<file path="src/rtl/cnn_layer_accel_pkg.sv">
// Shared types and widths for the CNN layer accelerator job controller.
// Latency: n/a (declarations only).
// Backpressure: n/a.
package cnn_layer_accel_pkg;

  localparam int DATA_W = 128;  // descriptor params / config word width
  localparam int QUAD_N = 4;    // number of compute quads
  localparam int CNT_W  = 16;   // retired-job counter width
  localparam int QIDX_W = 2;    // index width into the quad mask

  typedef enum logic [2:0] {
    ST_IDLE,
    ST_CFG,
    ST_START,
    ST_RUN,
    ST_FETCH_REQ,
    ST_FETCH_WAIT,
    ST_COMPLETE,
    ST_DONE
  } state_e;

  // One-hot strobe for a single quad index.
  function automatic logic [QUAD_N-1:0] quad_onehot(input logic [QIDX_W-1:0] idx);
    logic [QUAD_N-1:0] oh;
    oh      = '0;
    oh[idx] = 1'b1;
    return oh;
  endfunction

endpackage

</file>
<file path="src/rtl/cnn_layer_accel_mask_walker.sv">
// Finds the lowest set mask bit at or above a start index.
// Latency: purely combinational.
// Backpressure: none; result is consumed by the controller FSM.
module cnn_layer_accel_mask_walker
  import cnn_layer_accel_pkg::*;
(
  input  logic [QUAD_N-1:0] mask_i,
  input  logic [QIDX_W:0]   from_i,   // one bit wider so "past the last quad" is expressible
  output logic              found_o,
  output logic [QIDX_W-1:0] idx_o
);

  // Priority search from index 0 upward, ignoring bits below from_i.
  always_comb begin
    found_o = 1'b0;
    idx_o   = '0;
    for (int i = 0; i < QUAD_N; i++) begin
      if (!found_o && mask_i[i] && ((QIDX_W+1)'(i) >= from_i)) begin
        found_o = 1'b1;
        idx_o   = QIDX_W'(i);
      end
    end
  end

endmodule

</file>
<file path="src/rtl/cnn_layer_accel_job_ctrl.sv">
// Job controller: takes a host descriptor, configures masked quads, starts the job, serves fetches, retires it.
// Latency: job_start one cycle after handshake when no quads are masked; each handshake output reacts one cycle later.
// Backpressure: desc_ready only in IDLE; config/start/complete strobes hold until the quad accepts.
module cnn_layer_accel_job_ctrl
  import cnn_layer_accel_pkg::*;
(
  input  logic              clk_if,
  input  logic              rst,
  input  logic              desc_valid,
  output logic              desc_ready,
  input  logic [DATA_W-1:0] desc_params,
  input  logic [DATA_W-1:0] desc_cfg_data,
  input  logic [QUAD_N-1:0] desc_quad_mask,
  output logic [QUAD_N-1:0] config_valid,
  input  logic [QUAD_N-1:0] config_accept,
  output logic [DATA_W-1:0] config_data,
  output logic              job_start,
  input  logic              job_accept,
  output logic [DATA_W-1:0] job_parameters,
  input  logic              job_fetch_request,
  output logic              job_fetch_ack,
  output logic              job_fetch_complete,
  output logic              dma_start,
  input  logic              dma_done,
  input  logic              job_complete,
  output logic              job_complete_ack,
  output logic              job_done,
  output logic [CNT_W-1:0]  jobs_done_cnt,
  output logic              busy
);

  state_e              state_q;
  logic                desc_ready_q;
  logic [QUAD_N-1:0]   config_valid_q;
  logic [DATA_W-1:0]   config_data_q;
  logic                job_start_q;
  logic [DATA_W-1:0]   job_parameters_q;
  logic                job_fetch_ack_q;
  logic                job_fetch_complete_q;
  logic                dma_start_q;
  logic                job_complete_ack_q;
  logic                job_done_q;
  logic [CNT_W-1:0]    jobs_done_cnt_q;
  logic [QUAD_N-1:0]   mask_q;
  logic [QIDX_W-1:0]   idx_q;

  logic [QUAD_N-1:0]   walk_mask_d;
  logic [QIDX_W:0]     walk_from_d;
  logic                walk_found;
  logic [QIDX_W-1:0]   walk_idx;

  // In IDLE the walker looks at the incoming mask from bit 0; in CFG it continues past the current quad.
  assign walk_mask_d = (state_q == ST_IDLE) ? desc_quad_mask : mask_q;
  assign walk_from_d = (state_q == ST_IDLE) ? '0 : ({1'b0, idx_q} + (QIDX_W+1)'(1));

  cnn_layer_accel_mask_walker u_walker (
    .mask_i  (walk_mask_d),
    .from_i  (walk_from_d),
    .found_o (walk_found),
    .idx_o   (walk_idx)
  );

  // Job FSM with all handshake outputs registered alongside the state.
  always_ff @(posedge clk_if or negedge rst) begin
    if (!rst) begin
      state_q              <= ST_IDLE;
      desc_ready_q         <= 1'b1;
      config_valid_q       <= '0;
      config_data_q        <= '0;
      job_start_q          <= 1'b0;
      job_parameters_q     <= '0;
      job_fetch_ack_q      <= 1'b0;
      job_fetch_complete_q <= 1'b0;
      dma_start_q          <= 1'b0;
      job_complete_ack_q   <= 1'b0;
      job_done_q           <= 1'b0;
      jobs_done_cnt_q      <= '0;
      mask_q               <= '0;
      idx_q                <= '0;
    end else begin
      // Single-cycle pulses default low every cycle.
      job_fetch_ack_q      <= 1'b0;
      dma_start_q          <= 1'b0;
      job_fetch_complete_q <= 1'b0;
      job_done_q           <= 1'b0;
      unique case (state_q)
        ST_IDLE: begin
          if (desc_valid) begin
            job_parameters_q <= desc_params;
            config_data_q    <= desc_cfg_data;
            mask_q           <= desc_quad_mask;
            desc_ready_q     <= 1'b0;
            if (walk_found) begin
              idx_q          <= walk_idx;
              config_valid_q <= quad_onehot(walk_idx);
              state_q        <= ST_CFG;
            end else begin
              job_start_q    <= 1'b1;
              state_q        <= ST_START;
            end
          end
        end
        ST_CFG: begin
          // Only the accept bit of the quad currently strobed counts.
          if (config_accept[idx_q]) begin
            if (walk_found) begin
              idx_q          <= walk_idx;
              config_valid_q <= quad_onehot(walk_idx);
            end else begin
              config_valid_q <= '0;
              job_start_q    <= 1'b1;
              state_q        <= ST_START;
            end
          end
        end
        ST_START: begin
          if (job_accept) begin
            job_start_q <= 1'b0;
            state_q     <= ST_RUN;
          end
        end
        ST_RUN: begin
          // A fetch wins over a simultaneous completion; completion is re-sampled on return.
          if (job_fetch_request) begin
            job_fetch_ack_q <= 1'b1;
            dma_start_q     <= 1'b1;
            state_q         <= ST_FETCH_REQ;
          end else if (job_complete) begin
            job_complete_ack_q <= 1'b1;
            state_q            <= ST_COMPLETE;
          end
        end
        ST_FETCH_REQ: begin
          state_q <= ST_FETCH_WAIT;
        end
        ST_FETCH_WAIT: begin
          if (dma_done) begin
            job_fetch_complete_q <= 1'b1;
            state_q              <= ST_RUN;
          end
        end
        ST_COMPLETE: begin
          if (!job_complete) begin
            job_complete_ack_q <= 1'b0;
            job_done_q         <= 1'b1;
            jobs_done_cnt_q    <= jobs_done_cnt_q + CNT_W'(1);
            state_q            <= ST_DONE;
          end
        end
        ST_DONE: begin
          desc_ready_q <= 1'b1;
          state_q      <= ST_IDLE;
        end
        default: begin
          state_q <= ST_IDLE;
        end
      endcase
    end
  end

  assign desc_ready         = desc_ready_q;
  assign config_valid       = config_valid_q;
  assign config_data        = config_data_q;
  assign job_start          = job_start_q;
  assign job_parameters     = job_parameters_q;
  assign job_fetch_ack      = job_fetch_ack_q;
  assign job_fetch_complete = job_fetch_complete_q;
  assign dma_start          = dma_start_q;
  assign job_complete_ack   = job_complete_ack_q;
  assign job_done           = job_done_q;
  assign jobs_done_cnt      = jobs_done_cnt_q;
  assign busy               = (state_q != ST_IDLE);

endmodule

</file>
<file path="config.mk">
export PLATFORM = sky130hd
export DESIGN_NAME = cnn_layer_accel_job_ctrl
export DESIGN_NICKNAME = d
export VERILOG_FILES = /design/src/rtl/cnn_layer_accel_pkg.sv /design/src/rtl/cnn_layer_accel_mask_walker.sv /design/src/rtl/cnn_layer_accel_job_ctrl.sv
export SDC_FILE = /design/constraint.sdc
export NUM_CORES = 1
export LEC_CHECK = 0
export BUFFER_PORTS_ARGS = -buffer_cell sky130_fd_sc_hd__buf_2
export CORE_AREA = 2 2 218 220
export DETAILED_ROUTE_END_ITERATION = 8
export DIE_AREA = 0 0 220 222
export GPL_TIMING_DRIVEN = 0
export PLACE_DENSITY_LB_ADDON = 0.3
export SYNTH_ARGS = -nofsm -noshare
export SYNTH_HDL_FRONTEND = slang
export SYNTH_SLANG_ARGS = --single-unit
</file>
<file path="constraint.sdc">
create_clock -name clk_if -period 5.19 [get_ports clk_if]
set_input_delay 1.038 -clock clk_if [delete_from_list [all_inputs] [get_ports clk_if]]
set_output_delay 1.038 -clock clk_if [all_outputs]
set_load 0.05 [all_outputs]
</file>
==> flow_summary.json, run 1 <==
{
  "chipWidth_um": 220,
  "layout_common_cells": "buf_2, dfrtp_1, mux2_2",
  "antenna_left": 0,
  "drive_gt1_frac": 0.694,
  "r2r_slack_ps": 2670,
  "r2r_start": "state_q[0]",
  "synth.area.mux_share": 0.269,
  "die_area_um2": 48800,
  "syn_inst": 702,
  "cts_tree": "done",
  "numCtsBuffers": 34,
  "r2r-end": "config_data[38]",
  "critPathRequiredTime_ps": 4150,
  "synth_top_family_by_area": "multiplexers",
  "worst-path-max-fanout": 8,
  "fin_crit_sh": 0.539,
  "finalClockSkew_ps": 9.66,
  "fp.dieH_um": 222,
  "fin_area_um2": 16000,
  "row_count": 79,
  "port_buffers": 554,
  "critPathLaunchType": "flip-flop",
  "placed_cell_area_um2": 14900,
  "fp.coreArea_um2": 46300,
  "track_usage": 0.126,
  "max_freq_mhz": 358,
  "synth_area_leaders": "dfrtp_1, mux2_2, buf_4",
  "post-cts-setup-buffers": 0,
  "ios": 555,
  "drc": 0,
  "hold_path.class": "in2async",
  "dp.final_hpwl_um": 24500,
  "crit_arrival_ps": 1760,
  "ys.flop_type": "dfrtp_1",
  "viasPerCell": 4.18,
  "slew_viol_final": 0,
  "rr_worst_depth": 5,
  "synth_edf_count": 0,
  "antenna_found_initial": 4,
  "cts_num_sinks": 291,
  "end_kind": "primary output",
  "h-tree-depth": 2,
  "vias": 8051,
  "gp_congestion": 0.795,
  "globalRouteOverflowTotal": 0,
  "ys_ff_latch": 291,
  "async_flop_share": 1.00,
  "relSlewSlack": 0.430,
  "firstDrtPassIters": 4,
  "setup_ws_ps": 2390,
  "drv_cap": 0,
  "yosys.area.top_type": "dfrtp_1",
  "place_inst": 1865,
  "syn-cell-area_um2": 11300,
  "synth_nets": 975,
  "wl_per_cell_um": 16.5,
  "synth_compound_area_frac": 0.0188,
  "seq_area_um2": 7280,
  "dp_slack_ps": 1970,
  "synth_top_area_share": 0.645,
  "fin_crit_ps": 2800,
  "status": "complete, no violations",
  "critPathKind": "reg2out",
  "cts_resized": 0,
  "grt_pass1_vias": 8463,
  "grt_max_degree": 117,
  "synth_xor_area_frac": 0.0117,
  "yosysSeqAreaShare": 0.647,
  "grt_pass1_wl_um": 47800,
  "fillers": 4618,
  "synthAdderAreaFrac": 0.00222,
  "postCtsHoldBufs": 0,
  "synthToLayoutAreaGrowth_pct": 42.4,
  "syn_avg_cell_area_um2": 16.0,
  "synth-simple-area-share": 0.0309,
  "cts_buffer_depth": 3,
  "worst_pin_slew_ps": 850,
  "hold_viol": 0,
  "final_common_cell": "buf_2",
  "drt_iter0_markers": 289,
  "routed_wl_um": 31700,
  "setup_viol": 0,
  "finalNetCount": 1567,
  "clk_latency_ps": 520,
  "synth_cell_types": 47,
  "rsz0062_at_grt": "no",
  "cts-root-buf": "clkbuf_16",
  "start_util": 0.243,
  "fin_cells": 1928,
  "synth_warnings": 0,
  "multi_input_area_um2": 3740,
  "clk_pin_slew_ps": 60
}
[worst max-delay path, cell delays in order (launching register included)]
cell and delay (ps):
dfrtp_1 460, nor3_4 410, inv_2 120, buf_2 240
[cells in the mapped netlist, types with 4 or more instances]
library cell / count
inv_1: 4
nor2_1: 12
dfrtp_1: 290
xnor2_1: 11
buf_2: 8
clkbuf_1: 4
buf_4: 21
a21oi_1: 4
mux2_2: 264
o21ai_0: 8
nand2_1: 11
xor2_1: 4
nand3_1: 6
and3_1: 6
[logic make-up after synthesis]
kind of cell,Yosys count
xor gates and xnor gates,15
DFF,291
and+or+nand+nor,59
muxes,267
AOI/OAI and AO/OA,30
adders and majority gates,2
buffers and inverters,38
[per-stage QoR]
step / hold WS, ps / setup TNS [ps] / utilization
finish: 459 / 0 / 0.346
global route: 484 / 0 / 0.346
CTS: 449 / 0 / 0.346
detailed placement: 465 / 0 / 0.321
global placement: 459 / -730910 / 0.320
floorplan: 497 / 0 / -
[flip-flops by register name, indices dropped and copies added, names as in the netlist, 2 cells and up]
| name | flops |
|---|---|
| config_data | 128 |
| job_parameters | 128 |
| jobs_done_cnt | 16 |
| config_valid | 4 |
| mask_q | 4 |
| state_q | 3 |
| idx_q | 2 |
[layer usage]
layer,track usage,vias to the layer above,routed length [µm]
li1,-,3699,-
met1,0.134,3929,11500
met2,0.221,373,15700
met3,0.0546,48,3680
met4,0.0442,2,761
met5,0,-,17
[worst max path at each step]
| stage | slack [ps] | cells after the start | startpoint | end |
|---|---|---|---|---|
| floorplan | 2720 | 5 | desc_quad_mask[0] | idx_q[0] |
| global placement | -2560 | 1 | rst | job_parameters[31] |
| detailed placement | 1970 | 6 | desc_valid | config_data[41] |
| CTS | 2380 | 3 | state_q[2] | busy |
| global route | 2280 | 3 | state_q[2] | busy |
| finish | 2390 | 3 | state_q[2] | busy |
[cell type report]
class	count	share of cell area
Tap cell	607	0.0474
Clock buffer	50	0.0652
Inverter	5	0.00117
Buffer	33	0.0133
Antenna cell	4	0.000625
Multi-Input combinational cell	373	0.233
Clock inverter	9	0.00749
Timing Repair Buffer	556	0.177
Sequential cell	291	0.454
Power of run 1 is left out: the tool's default activity adds up to more than one toggle a clock period on the data nets, which glitch-free logic cannot reach.
==> run 2, diff against run 1 <==
Clock period 5.19 ns to 2.9 ns, I/O delays scaled along.
==> run 2 against run 1 <==
  * Critical path depth is 2 higher
  * Final cell count hardly changed
  * Wire length hardly changed
  * Setup slack worse by 2000 ps
  * Hold slack worse by 170 ps
  * Register-to-register slack worse by 2300 ps
  * Design area hardly changed
  * Sequential share of layout area hardly changed
  * Clock skew hardly changed
==> flow_summary.json, run 2 (synthesized netlist as in run 1, its figures left out) <==
{
  "grt_max_degree": 117,
  "post-cts-setup-buffers": 0,
  "drt_iter0_markers": 276,
  "fin_crit_sh": 0.865,
  "hold_path.class": "in2reg",
  "chipWidth_um": 220,
  "finalNetCount": 1568,
  "antenna_found_initial": 4,
  "die_area_um2": 48800,
  "cts-root-buf": "clkbuf_16",
  "end_kind": "flip-flop",
  "numCtsBuffers": 34,
  "worst_pin_slew_ps": 849,
  "critPathRequiredTime_ps": 3300,
  "slowest_delay_ps": 650,
  "row_count": 79,
  "relSlewSlack": 0.431,
  "start_util": 0.243,
  "fillers": 4617,
  "grt_pass1_vias": 8469,
  "antenna_left": 0,
  "seq_area_um2": 7280,
  "max_freq_mhz": 399,
  "worst-path-max-fanout": 10,
  "wl_per_cell_um": 16.4,
  "cts_buffer_depth": 3,
  "critPathLaunchType": "flip-flop",
  "hold_viol": 0,
  "clk_latency_ps": 520,
  "final_common_cell": "buf_2",
  "firstDrtPassIters": 4,
  "track_usage": 0.126,
  "status": "complete, no violations",
  "grt_pass1_wl_um": 47800,
  "h-tree-depth": 2,
  "fp.coreArea_um2": 46300,
  "crit_arrival_ps": 2900,
  "multi_input_area_um2": 3740,
  "dp.final_hpwl_um": 24500,
  "drv_cap": 0,
  "critPathKind": "reg2reg",
  "port_buffers": 554,
  "gp_congestion": 0.795,
  "finalClockSkew_ps": 9.71,
  "setup_viol": 0,
  "ios": 555,
  "worst_path_max_delay_cell": "nor3_2",
  "drive_gt1_frac": 0.693,
  "cts_tree": "done",
  "globalRouteOverflowTotal": 0,
  "cp_cell_sequence": "nand2b_1, nor3_2, buf_2, buf_4, mux2_2",
  "cts_num_sinks": 291,
  "rsz0062_at_grt": "no",
  "slew_viol_final": 0,
  "drc": 0,
  "viasPerCell": 4.17,
  "routed_wl_um": 31700,
  "clk_pin_slew_ps": 60,
  "fp.dieH_um": 222,
  "fin_crit_ps": 2510,
  "synthToLayoutAreaGrowth_pct": 42.5,
  "layout_common_cells": "buf_2, dfrtp_1, mux2_2",
  "tns_ps": 0,
  "vias": 8050
}
-- run 2: cell types whose count changed in the layout (fill, tap and decap cells not counted), sizes merged --
cell         previous run  this run
dlygate4sd3             0         1
-- run 2: metal layers --
layer | track usage | routed length, µm
met1 | 0.134 | 11500
met2 | 0.221 | 15700
met3 | 0.0546 | 3690
met4 | 0.0442 | 761
met5 | 0 | 17
-- run 2: final timing paths --
check	start	cells past startpoint	slack, ps	to
min in group asynchronous	rst	2	610	config_data[56]
max	state_q[0]	5	390	config_data[38]
min	desc_cfg_data[19]	2	290	config_data[19]
max reg2reg	state_q[0]	5	390	config_data[38]
max in group asynchronous	rst	3	1290	job_parameters[25]
min reg2reg	jobs_done_cnt[15]	1	480	jobs_done_cnt[15]
-- run 2: final cells by class --
class,instances,share of cell area
Antenna cell,4,0.000624
Buffer,33,0.0133
Clock buffer,50,0.0651
Clock inverter,9,0.00749
Inverter,5,0.00117
Multi-Input combinational cell,373,0.233
Sequential cell,291,0.454
Tap cell,607,0.0474
Timing Repair Buffer,557,0.178
-- run 2: through the flow --
stage                     instance area [µm²]  hold WS (ps)  setup WS (ps)   util  std cells
after floorplan                         11300           284            892      -        702
after global placement                  14800           459          -4390  0.320       1863
after detailed placement                14900           465            136  0.321       1865
after CTS                               16000           240            216  0.346       1925
after global routing                    16000           253            165  0.347       1926
final                                   16000           289            391  0.347       1929
-- run 2: critical path: cells and delay by family (launching register included) --
| family | cells | cell delay (ps) |
|---|---|---|
| muxes | 1 | 350 |
| buffers and inverters | 2 | 690 |
| and+or+nand+nor | 2 | 860 |
| DFF | 1 | 470 |
-- run 2: repair_timing --
item / in CTS / in global routing
hold buffers: 1 / 0
hold endpoints to repair: 46 / 0
gates resized for setup: 0 / 0
Power of run 2 is left out for the same reason.
